File: src/rtl/fc_result_writer.sv
// fc_result_writer: requantises the two-lane FC results (ReLU, arithmetic
// shift, signed saturation), packs them into one word and streams the words
// sequentially into the result BRAM. Fixed two-cycle latency from an accepted
// valid to its BRAM write, full throughput.

// One lane: stage 1 registers the ReLU + shift result, stage 2 saturation is
// combinational here and registered by the top when it forms the BRAM word.
module fc_rw_lane #(
  parameter int RES_WIDTH = 32,
  parameter int OUT_WIDTH = 16
) (
  input  logic                 clk,
  input  logic                 reset,
  input  logic                 en,
  input  logic [4:0]           shift,
  input  logic                 relu_en,
  input  logic [RES_WIDTH-1:0] x,
  output logic [OUT_WIDTH-1:0] sat
);
  logic signed [RES_WIDTH-1:0] xs, v, s_q;
  logic [RES_WIDTH-OUT_WIDTH-1:0] hi;
  logic pos_ovf, neg_ovf;

  assign xs = signed'(x);
  assign v  = (relu_en && xs[RES_WIDTH-1]) ? '0 : xs;

  // Stage 1: ReLU then sign-preserving floor shift, loaded only on accept
  always_ff @(posedge clk) begin
    if (reset)   s_q <= '0;
    else if (en) s_q <= v >>> shift;
  end

  // Value fits OUT_WIDTH only if every bit above the output sign matches it
  assign hi      = s_q[RES_WIDTH-2:OUT_WIDTH-1];
  assign pos_ovf = !s_q[RES_WIDTH-1] && (|hi);
  assign neg_ovf =  s_q[RES_WIDTH-1] && !(&hi);
  assign sat     = pos_ovf ? {1'b0, {(OUT_WIDTH-1){1'b1}}} :
                   neg_ovf ? {1'b1, {(OUT_WIDTH-1){1'b0}}} :
                   s_q[OUT_WIDTH-1:0];
endmodule

module fc_result_writer #(
  parameter int CNT_BIT   = 31,
  parameter int DWIDTH    = 32,
  parameter int AWIDTH    = 12,
  parameter int RES_WIDTH = 32,
  parameter int OUT_WIDTH = 16
) (
  input  logic                 clk,
  input  logic                 reset,
  input  logic                 i_run,
  input  logic [CNT_BIT-1:0]   i_num_cnt,
  input  logic [4:0]           i_shift,
  input  logic                 i_relu_en,
  input  logic                 i_valid,
  input  logic [RES_WIDTH-1:0] i_result_0,
  input  logic [RES_WIDTH-1:0] i_result_1,
  output logic                 o_idle,
  output logic                 o_run,
  output logic                 o_done,
  output logic                 o_overflow,
  output logic [AWIDTH-1:0]    addr_b3,
  output logic                 ce_b3,
  output logic                 we_b3,
  output logic [DWIDTH-1:0]    d_b3,
  input  logic [DWIDTH-1:0]    q_b3
);
  localparam int NUM_LANES = 2;
  localparam logic [CNT_BIT-1:0] ONE = 1;

  typedef enum logic [1:0] {
    S_IDLE = 2'b00,
    S_RUN  = 2'b01,
    S_DONE = 2'b10
  } state_t;

  state_t                              state;
  logic [CNT_BIT-1:0]                  num_cnt, in_cnt, wr_cnt;
  logic [4:0]                          shift;
  logic                                relu_en;
  logic                                v1;
  logic                                accept;
  logic [NUM_LANES-1:0][RES_WIDTH-1:0] res;
  logic [NUM_LANES-1:0][OUT_WIDTH-1:0] sat;
  logic                                unused_q;

  // Read port of the result BRAM is never used by this block
  assign unused_q = ^q_b3;

  assign res[0] = i_result_0;
  assign res[1] = i_result_1;
  assign accept = i_valid && o_run && (in_cnt < num_cnt);

  for (genvar g = 0; g < NUM_LANES; g++) begin : g_lane
    fc_rw_lane #(.RES_WIDTH(RES_WIDTH), .OUT_WIDTH(OUT_WIDTH)) u_lane (
      .clk     (clk),
      .reset   (reset),
      .en      (accept),
      .shift   (shift),
      .relu_en (relu_en),
      .x       (res[g]),
      .sat     (sat[g])
    );
  end

  // Control FSM, configuration capture, acceptance and the write stage
  always_ff @(posedge clk) begin
    if (reset) begin
      state      <= S_IDLE;
      o_idle     <= 1'b1;
      o_run      <= 1'b0;
      o_done     <= 1'b0;
      o_overflow <= 1'b0;
      num_cnt    <= '0;
      in_cnt     <= '0;
      wr_cnt     <= '0;
      shift      <= '0;
      relu_en    <= 1'b0;
      v1         <= 1'b0;
      ce_b3      <= 1'b0;
      we_b3      <= 1'b0;
      addr_b3    <= '0;
      d_b3       <= '0;
    end else begin
      case (state)
        S_IDLE: if (i_run) begin
          state      <= S_RUN;
          o_idle     <= 1'b0;
          o_run      <= 1'b1;
          num_cnt    <= i_num_cnt;
          shift      <= i_shift;
          relu_en    <= i_relu_en;
          in_cnt     <= '0;
          wr_cnt     <= '0;
          o_overflow <= 1'b0;
        end
        S_RUN: if (num_cnt == '0 || (v1 && (wr_cnt + ONE == num_cnt))) begin
          state  <= S_DONE;
          o_run  <= 1'b0;
          o_done <= 1'b1;
        end
        S_DONE: begin
          state  <= S_IDLE;
          o_done <= 1'b0;
          o_idle <= 1'b1;
        end
        default: begin
          state  <= S_IDLE;
          o_idle <= 1'b1;
          o_run  <= 1'b0;
          o_done <= 1'b0;
        end
      endcase

      // A dropped valid is reported even on the cycle a run is started
      if (i_valid && !accept) o_overflow <= 1'b1;
      if (accept) in_cnt <= in_cnt + ONE;

      v1    <= accept;
      ce_b3 <= v1;
      we_b3 <= v1;
      if (v1) begin
        addr_b3 <= wr_cnt[AWIDTH-1:0];
        d_b3    <= {sat[0], sat[1]};
        wr_cnt  <= wr_cnt + ONE;
      end
    end
  end
endmodule
File: config.mk
export PLATFORM = sky130hd
export DESIGN_NAME = fc_result_writer
export DESIGN_NICKNAME = d
export VERILOG_FILES = /design/src/rtl/fc_result_writer.sv
export SDC_FILE = /design/constraint.sdc
export NUM_CORES = 1
export LEC_CHECK = 0
export ABC_AREA = 1
export BUFFER_PORTS_ARGS = -buffer_cell sky130_fd_sc_hd__buf_2
export CAP_MARGIN = 5
export CORE_ASPECT_RATIO = 0.7
export CORE_UTILIZATION = 35
export CTS_BUF_LIST = sky130_fd_sc_hd__clkbuf_4
export CTS_CLUSTER_DIAMETER = 40
export DETAILED_ROUTE_END_ITERATION = 7
export GPL_TIMING_DRIVEN = 0
export PLACE_DENSITY = 0.64
export SLEW_MARGIN = 20
export SYNTH_ARGS = -nofsm -noshare
export SYNTH_HDL_FRONTEND = slang
export SYNTH_SLANG_ARGS = --single-unit
export TNS_END_PERCENT = 30
File: constraint.sdc
create_clock -name clk -period 5.8 [get_ports clk]
set_input_delay 1.16 -clock clk [delete_from_list [all_inputs] [get_ports clk]]
set_output_delay 1.16 -clock clk [all_outputs]
set_load 0.01 [all_outputs]
==> results of run 1 <==
-- report_power, final --
group | switching, mW | leakage, nW | internal, mW
Clock | 0.657 | 0.417 | 0.761
Combinational | 0.734 | 4.72 | 0.309
Sequential | 0.0545 | 1.75 | 1.55
Total | 1.45 | 6.89 | 2.62
-- worst max-delay path, cell delays in order, from the launching register on --
cell	delay (ps)
dfxtp_1	490
inv_1	240
ha_1	250
a21oi_1	120
o21ai_0	90
nand4_1	70
a21o_1	110
nand2_1	80
a21oi_4	250
clkbuf_1	590
o211ai_1	320
nand2_1	130
nor2_1	50
-- routing by layer --
| metal | up-vias | share of wire (%) |
|---|---|---|
| li1 | 7876 | - |
| met1 | 7592 | 50 |
| met2 | 767 | 36 |
| met3 | 88 | 11 |
| met4 | 0 | 2.2 |
| met5 | - | 0 |
-- final timing paths --
| path | startpoint | to | slack [ps] | cells past startpoint |
|---|---|---|---|---|
| worst min register to register | d_b3[24] | d_b3[24] | 460 | 2 |
| worst max register to register | num_cnt[15] | g_lane[0].u_lane.s_q[3] | 2880 | 12 |
| worst min-delay path | d_b3[24] | d_b3[24] | 460 | 2 |
| worst max-delay path | num_cnt[15] | g_lane[0].u_lane.s_q[3] | 2880 | 12 |
-- cell usage in the layout (no fill, tap or decap), drive strengths merged, types with 12 or more instances in the layout --
| cell | netlist | layout |
|---|---|---|
| mux2i | 21 | 21 |
| nand4 | 26 | 26 |
| clkinv | 2 | 12 |
| dfxtp | 215 | 215 |
| nor4 | 15 | 15 |
| clkbuf | 91 | 165 |
| nand2 | 634 | 634 |
| a31oi | 19 | 19 |
| a21oi | 195 | 195 |
| buf | 47 | 201 |
| nand3 | 167 | 167 |
| o21ai | 308 | 308 |
| ha | 32 | 32 |
| inv | 172 | 172 |
| o211ai | 35 | 35 |
| nor2 | 182 | 182 |
-- cells by family (layout without fill, tap and decap cells) --
logic type / after synthesis / count (layout) / share of synthesized area, %
multiplexers: 21 / 21 / 1.52
AND/OR/NAND/NOR: 1052 / 1052 / 32.1
other: 0 / 1 / 0
XOR/XNOR: 15 / 15 / 1.05
adder cells (fa/ha/maj): 32 / 32 / 2.89
flip-flops: 215 / 215 / 31.1
buffers and inverters: 312 / 554 / 8.82
AO/OA/AOI/OAI: 583 / 583 / 22.5
-- area by class of cell --
type | count | area [um^2] | share of cell area [%]
plain buffers | 138 | 568 | 3.55
clock inverters | 14 | 160 | 1.00
multi-input cells | 1703 | 8330 | 52.0
clock buffers | 74 | 556 | 3.47
flip-flops and latches | 215 | 4300 | 26.9
inverters | 174 | 653 | 4.08
well taps | 527 | 659 | 4.12
repair buffers | 154 | 771 | 4.82
diodes | 1 | 2.50 | 0.0156
-- registers in the layout (all words and copies together) (netlist names) --
signal / cells
o_done: 1
o_run: 1
shift: 5
in_cnt: 31
num_cnt: 31
relu_en: 1
v1: 1
d_b3: 32
addr_b3: 12
we_b3: 1
state: 2
o_overflow: 1
g_lane.u_lane.s_q: 64
o_idle: 1
wr_cnt: 31
-- per-stage QoR --
stage / instance area, um^2 / hold slack (ps) / cells
final: 16000 / 463 / 3000
after global routing: 16000 / 484 / 3000
after CTS: 16000 / 466 / 2999
after detailed placement: 15300 / 455 / 2911
after global placement: 15300 / 452 / 2911
after floorplan: 13900 / 433 / 2230
==> impl_metrics.py, run 1 <==
metrics = {
    "outcome": {
        "status": "finished clean",
    },
    "floorplanning": {
        "io_pins": 187,
        "fp-row-count": 60,
        "coreArea_um2": 38700,
        "die_area_um2": 40400,
        "initial_core_util_pct": 35.8,
        "die_w_um": 240,
        "dieHeight_um": 168,
    },
    "logic_synthesis": {
        "netlist_area_um2": 13900,
        "yosysMostFrequentCell": "nand2_1",
        "synth_cell_type_count": 48,
        "seq_area_frac_synth_pct": 31.1,
        "synthTopCellsByCount": "nand2_1, o21ai_0, dfxtp_1",
        "yosys.area.top_type": "dfxtp_1",
        "synth_nets": 2399,
        "netlist_top_cells_area": "dfxtp_1, nand2_1, o21ai_0",
        "postSynthCellCount": 2230,
        "async_flop_share_pct": 0,
        "ys_ff_latch": 215,
        "synth_top_area_share_pct": 31.1,
        "yosysWarnings": 0,
        "synth_edf_count": 0,
        "synth-main-ff-cell": "dfxtp_1",
        "postSynthAreaPerCell_um2": 6.21,
    },
    "setup_path": {
        "crit_path_end_kind": "flop",
        "worstPathArrival_ps": 3510,
        "crit_type": "flop to flop",
        "cp_max_fo": 10,
        "cp-start-kind": "flop",
        "cp.required_ps": 6390,
    },
    "sta": {
        "fin_setup_tns_ps": 0,
        "fin_crit_ps": 2920,
        "finalClockSkew_ps": 50.8,
        "slew_headroom_pct": 43.5,
        "max_freq_mhz": 342,
        "finalSetupViolCount": 0,
        "layout_setup_ws_ps": 2880,
        "hold_violations": 0,
        "worst_pin_slew_ps": 847,
        "drv_slew": 0,
        "rsz0062_at_grt": "no",
        "fin_crit_sh_pct": 50.3,
    },
    "global_routing": {
        "top_usage_layer": "met1",
        "gr-usage-all-layers_pct": 27.1,
        "antenna_found_initial": 1,
        "overflow": 0,
        "grt_max_degree": 15,
        "grt_pass1_wl_um": 84200,
        "first_global_vias": 14821,
        "grtUsageMet2_pct": 34.7,
        "met1_usage_pct": 42.7,
        "met3_usage_pct": 7.34,
    },
    "placed_design": {
        "place_ws_ps": 2440,
        "place.gp.congestion": 0.977,
        "portBuffers": 154,
        "post-dp-hpwl_um": 44800,
    },
    "route": {
        "drc_errors": 0,
        "vias_per_cell": 5.44,
        "drt_wl_total_um": 55500,
        "drt_iter0_drc": 1922,
        "vias": 16323,
        "ant_nets": 0,
        "drt-wirelength-per-cell_um": 18.5,
        "drt_first_pass_iters": 6,
    },
    "clocking": {
        "cts_tree": "yes",
        "cts.sinks": 215,
        "cts_buffer_depth": 3,
        "cts_setup_buffers": 0,
        "cts_hold_buf": 0,
        "cts_buffers": 55,
        "clkLatencyLatePin_ps": 740,
        "cts-resized-gates": 0,
        "root_buffer": "clkbuf_4",
        "cts_max_level": 2,
        "cts.reportedPaths.clkPinSlew_ps": 80,
    },
    "power": {
        "vdd_drop_max_mv": 0.151,
        "power_density_nw_per_um2": 254,
        "p_leak_nw": 6.89,
        "power.total_mw": 4.07,
    },
    "final_layout": {
        "fill_cells": 4253,
        "areaGrowthSynthToFinish_pct": 15.5,
        "nNetsFinal": 2610,
        "fin_util_pct": 41.3,
        "layout-drive-gt1-share_pct": 12.8,
    },
    "min_path": {
        "hp-class": "flop to flop",
    },
    "run": {
        "max_cap_violations": 0,
    },
}
Note: power is estimated with default switching activity, not from simulation.
==> run 2, diff against run 1 <==
Clock period 5.8 ns to 2.7 ns, I/O delays scaled along.
==> run 2 against run 1 <==
Compared with the run above: clock skew rose by 4.4 ps; global-route usage did not move; sequential power up 120%; cell area rose by 0.38%; routed wire length fell by 0.18%; non-clock buffer count did not move; first-iteration DRC count fell by 6.4%; fmax increased by 13%.
==> impl_metrics.py, run 2 (same netlist as run 1, synthesis figures left out) <==
metrics = {
    "setup_path": {
        "worstPathArrival_ps": 3160,
        "timing.rr.end": "g_lane[0].u_lane.s_q[10]",
        "r2r_slack_ps": 110,
        "cp-start-kind": "flop",
        "crit_type": "flop to flop",
        "worstSetupStartpoint": "num_cnt[17]",
        "crit_path_end": "g_lane[0].u_lane.s_q[10]",
        "cp_max_fo": 10,
        "crit_path_end_kind": "flop",
        "cp.required_ps": 3280,
        "ff2ff_path_depth": 13,
        "r2r-start": "num_cnt[17]",
    },
    "sta": {
        "fin_crit_sh_pct": 95.8,
        "slew_headroom_pct": 40.8,
        "drv_slew": 0,
        "fin_crit_ps": 2590,
        "finalClockSkew_ps": 55.2,
        "worst_pin_slew_ps": 888,
        "rsz0062_at_grt": "yes",
        "hold_violations": 0,
        "fin_setup_tns_ps": 0,
        "max_freq_mhz": 387,
        "whs_ps": 106,
        "finalSetupViolCount": 0,
    },
    "final_layout": {
        "multi_input_area_um2": 8360,
        "ff_latch_area_um2": 4310,
        "areaGrowthSynthToFinish_pct": 15.9,
        "layout-drive-gt1-share_pct": 13.5,
        "fin_util_pct": 41.5,
        "nNetsFinal": 2610,
        "fill_cells": 4244,
        "final_cell_mix": "nand2_1, o21ai_0, dfxtp_1",
        "largestRegisters": "g_lane.u_lane.s_q: 64 flops, d_b3: 32 flops",
        "regMostFlops": "g_lane.u_lane.s_q",
        "largest_reg_flops": 64,
        "final_common_cell": "nand2_1",
    },
    "global_routing": {
        "gr-usage-all-layers_pct": 27.1,
        "grt_max_degree": 15,
        "overflow": 0,
        "antenna_found_initial": 1,
        "first_global_vias": 14821,
        "grt_pass1_wl_um": 84200,
    },
    "route": {
        "drt_first_pass_iters": 5,
        "drc_errors": 0,
        "drt_iter0_drc": 1799,
        "ant_nets": 0,
        "drt_wl_total_um": 55400,
        "vias": 16418,
        "drt-wirelength-per-cell_um": 18.5,
        "vias_per_cell": 5.47,
    },
    "floorplanning": {
        "coreArea_um2": 38700,
        "dieHeight_um": 168,
        "initial_core_util_pct": 35.8,
        "die_w_um": 240,
        "io_pins": 187,
        "die_area_um2": 40400,
        "fp-row-count": 60,
    },
    "clocking": {
        "cts.reportedPaths.clkPinSlew_ps": 70,
        "cts_setup_buffers": 0,
        "cts_buffer_depth": 3,
        "cts_tree": "yes",
        "cts_buffers": 55,
        "root_buffer": "clkbuf_4",
        "cts_max_level": 2,
        "clkLatencyLatePin_ps": 730,
        "cts.sinks": 215,
    },
    "placed_design": {
        "portBuffers": 154,
        "place.gp.congestion": 0.977,
        "post-dp-hpwl_um": 44800,
    },
    "power": {
        "power.total_mw": 8.75,
        "power_density_nw_per_um2": 545,
        "vdd_drop_max_mv": 0.321,
        "p_leak_nw": 6.92,
    },
    "min_path": {
        "hp-class": "input port to flop",
        "hp-start": "i_shift[3]",
    },
    "outcome": {
        "status": "finished clean",
    },
    "run": {
        "max_cap_violations": 0,
    },
}
run 2: through the flow:
step           cells  setup WS, ps  instance area, um^2
6_report        3000           114                16100
5_1_grt         3000         -23.4                16100
4_1_cts         2999        -0.692                16000
3_5_place_dp    2911         -71.2                15300
3_3_place_gp    2911         -36.3                15300
2_1_floorplan   2230           563                13900
run 2: area by class of cell:
| type | count | area share, % |
|---|---|---|
| inverter | 174 | 4.07 |
| clock inverter | 14 | 0.997 |
| tap | 527 | 4.11 |
| clock buffer | 74 | 3.46 |
| timing repair buffer | 154 | 4.80 |
| multi-input combinational | 1703 | 52.0 |
| antenna | 1 | 0.0156 |
| buffer | 138 | 3.71 |
| sequential | 215 | 26.8 |
run 2: critical path, cell delays in order, from the launching register on:
cell	delay, ps
dfxtp_1	430
inv_2	140
ha_1	320
nand2_1	120
o21ai_0	100
nand4_1	70
a21o_1	110
nand2_1	80
a21oi_4	260
buf_4	250
clkbuf_4	260
nand3_1	130
o211ai_1	110
inv_1	50
run 2: routing by layer:
| layer | part of all wire [%] | track usage, % | up-vias |
|---|---|---|---|
| li1 | - | - | 7889 |
| met1 | 49 | 42.7 | 7623 |
| met2 | 36 | 34.7 | 828 |
| met3 | 12 | 7.34 | 78 |
| met4 | 2.0 | 6.94 | 0 |
| met5 | 0 | 0 | - |
run 2: worst min-delay path by stage:
stage	to	slack [ps]	cells after the start
after global placement	g_lane[1].u_lane.s_q[17]	450	2
after detailed placement	g_lane[1].u_lane.s_q[17]	460	2
after global routing	shift[3]	90	3
after floorplan	o_run	430	1
final	shift[3]	110	3
after CTS	num_cnt[24]	70	3
run 2: repair_timing:
item | in CTS | in global routing
pin swaps | 0 | 2
setup endpoints to repair | 23 | 90
hold buffers | 0 | 0
resized for setup | 6 | 30
gates cloned | 0 | 0
run 2: power by group:
| group | total, mW | switching [mW] | internal (mW) |
|---|---|---|---|
| logic | 2.25 | 1.58 | 0.673 |
| clock network | 3.05 | 1.41 | 1.64 |
| registers | 3.45 | 0.118 | 3.33 |
| total | 8.75 | 3.11 | 5.64 |
==> run 3, diff against run 2 <==
Settings changed: ABC_AREA 1 to not set, CORE_UTILIZATION 35 to 50, PLACE_DENSITY 0.64 to 0.82.
==> run 3 against run 2 <==
Compared with the run above: the run now ends with negative setup slack left; die area shrank 30%; final cell count shrank 18%; combinational power grew 34%; sequential share of layout area shrank 1.5 points; area after synthesis shrank 0.53%; largest cell class unchanged; largest power group unchanged; highest routed layer unchanged.
==> impl_metrics.py, run 3 <==
metrics = {
    "floorplanning": {
        "die_area_um2": 28200,
        "io_pins": 187,
        "dieHeight_um": 141,
        "initial_core_util_pct": 51.2,
        "coreArea_um2": 26900,
        "fp-row-count": 50,
        "die_w_um": 200,
    },
    "global_routing": {
        "met3_usage_pct": 9.80,
        "grt_pass1_wl_um": 83500,
        "met1_usage_pct": 50.0,
        "antenna_found_initial": 1,
        "top_usage_layer": "met2",
        "gr-usage-all-layers_pct": 37.6,
        "overflow": 0,
        "grtUsageMet2_pct": 56.7,
        "first_global_vias": 14879,
        "grt_max_degree": 15,
    },
    "setup_path": {
        "worstPathArrival_ps": 3990,
        "crit_path_end_kind": "flop",
        "r2r_slack_ps": -590,
        "r2r-start": "wr_cnt[14]",
        "ff2ff_path_depth": 10,
        "cp_max_fo": 4,
        "worstSetupStartpoint": "wr_cnt[14]",
        "crit_type": "flop to flop",
        "cp.required_ps": 3400,
        "timing.rr.end": "o_done",
        "cp-start-kind": "flop",
    },
    "final_layout": {
        "fin_area_um2": 17300,
        "largestRegisters": "g_lane.u_lane.s_q: 64 flops, d_b3: 32 flops",
        "fin_util_pct": 64.5,
        "layout-drive-gt1-share_pct": 26.2,
        "regMostFlops": "g_lane.u_lane.s_q",
        "nNetsFinal": 2229,
        "final_cell_mix": "nand2_1, dfxtp_1, a21oi_1",
        "largest_reg_flops": 64,
        "final_common_cell": "nand2_1",
        "layout.cells.non_filler": 2460,
        "fill_cells": 2288,
        "areaGrowthSynthToFinish_pct": 25.9,
    },
    "clocking": {
        "clkLatencyLatePin_ps": 760,
        "cts_buffer_depth": 3,
        "cts.sinks": 215,
        "cts_buffers": 52,
        "cts.reportedPaths.clkPinSlew_ps": 70,
        "cts_tree": "yes",
        "cts_max_level": 2,
        "root_buffer": "clkbuf_4",
    },
    "logic_synthesis": {
        "yosys.area.top_type": "dfxtp_1",
        "netlist_top_cells_area": "dfxtp_1, nand2_1, a21oi_1",
        "synth_edf_count": 0,
        "synth_nets": 1966,
        "seq_area_frac_synth_pct": 31.2,
        "postSynthAreaPerCell_um2": 7.67,
        "netlist_area_um2": 13800,
        "yosysMostFrequentCell": "nand2_1",
        "synth_cell_type_count": 68,
        "synth-main-ff-cell": "dfxtp_1",
        "async_flop_share_pct": 0,
        "synth_top_area_share_pct": 31.2,
        "synthTopCellsByCount": "nand2_1, dfxtp_1, a21oi_1",
        "postSynthCellCount": 1797,
        "ys_ff_latch": 215,
        "yosysWarnings": 0,
    },
    "route": {
        "vias_per_cell": 6.48,
        "drt_iter0_drc": 1903,
        "vias": 15949,
        "drc_errors": 0,
        "drt-wirelength-per-cell_um": 22.9,
        "ant_nets": 0,
        "drt_first_pass_iters": 6,
        "drt_wl_total_um": 56400,
    },
    "min_path": {
        "hp-class": "input port to flop",
        "hp-start": "i_num_cnt[24]",
        "whs_path_depth": 3,
        "min_to": "num_cnt[24]",
    },
    "placed_design": {
        "place_ws_ps": -1030,
        "placed_area_um2": 15100,
        "portBuffers": 151,
        "post-dp-hpwl_um": 40600,
        "dp.cells": 2312,
        "place.gp.congestion": 1.05,
    },
    "sta": {
        "slew_headroom_pct": 38.8,
        "worst_pin_slew_ps": 918,
        "finalClockSkew_ps": 86.8,
        "hold_violations": 0,
        "rsz0062_at_grt": "yes",
        "layout_setup_ws_ps": -587,
        "drv_slew": 0,
        "max_freq_mhz": 304,
        "fin_crit_ps": 3290,
        "fin_setup_tns_ps": -23920,
        "whs_ps": 19.2,
        "finalSetupViolCount": 100,
        "fin_crit_sh_pct": 122,
    },
    "outcome": {
        "violations": "negative setup slack",
        "status": "finished, violations left",
    },
    "power": {
        "power_density_nw_per_um2": 540,
        "vdd_drop_max_mv": 0.371,
        "power.total_mw": 9.37,
        "p_leak_nw": 7.01,
    },
    "run": {
        "max_cap_violations": 0,
    },
}
-- run 3: cell families after synthesis --
family	synth area share [%]
compound gates	21.0
fa+ha+maj	2.91
xor+xnor	3.70
simple gates	23.6
flops	31.2
buf+inv	5.82
mux	11.7
-- run 3: how the worst max path moves through the flow --
stage | cells past startpoint | slack (ps) | endpoint
4_1_cts | 10 | -670 | o_done
5_1_grt | 10 | -670 | state[1]
3_5_place_dp | 12 | -1030 | g_lane[1].u_lane.s_q[1]
3_3_place_gp | 12 | -920 | g_lane[1].u_lane.s_q[1]
6_report | 10 | -590 | o_done
2_1_floorplan | 10 | -420 | o_done
-- run 3: power by group --
| part | switching (mW) | internal [mW] |
|---|---|---|
| registers | 0.218 | 3.41 |
| clock network | 1.43 | 1.31 |
| logic | 1.83 | 1.18 |
| total | 3.47 | 5.90 |
-- run 3: layout make-up --
cell class | count | area (um^2) | area share, %
clock inverter | 11 | 50.0 | 0.288
sequential | 215 | 4390 | 25.3
clock buffer | 78 | 586 | 3.38
timing repair inverter | 1 | 8.76 | 0.0505
antenna | 1 | 2.50 | 0.0144
timing repair buffer | 214 | 1450 | 8.33
tap | 364 | 455 | 2.63
buffer | 140 | 906 | 5.22
multi-input combinational | 1376 | 9270 | 53.4
inverter | 60 | 244 | 1.41
-- run 3: timing repair --
item	4_1_cts	5_1_grt
pin swaps	49	54
endpoints found under the setup margin	101	128
gates cloned	6	4
endpoints found under the hold margin	0	0
hold buffers	0	0
gates resized for setup	187	159
buffers inserted	33	25
-- run 3: routing by layer --
| metal | routed length, um | vias up | part of all wire, % |
|---|---|---|---|
| li1 | - | 7027 | - |
| met1 | 22600 | 7499 | 40 |
| met2 | 23900 | 1183 | 42 |
| met3 | 7050 | 240 | 13 |
| met4 | 2820 | 0 | 5.0 |
| met5 | 0 | - | 0 |
-- run 3: critical path: stages, from the launching register on --
cell and delay [ps]:
dfxtp_2 330, clkbuf_8 130, nand4_1 110, or4_4 590
xnor2_4 190, or4_4 450, or4_4 440, or4_4 500
nor4_4 140, buf_4 190, o311a_1 160
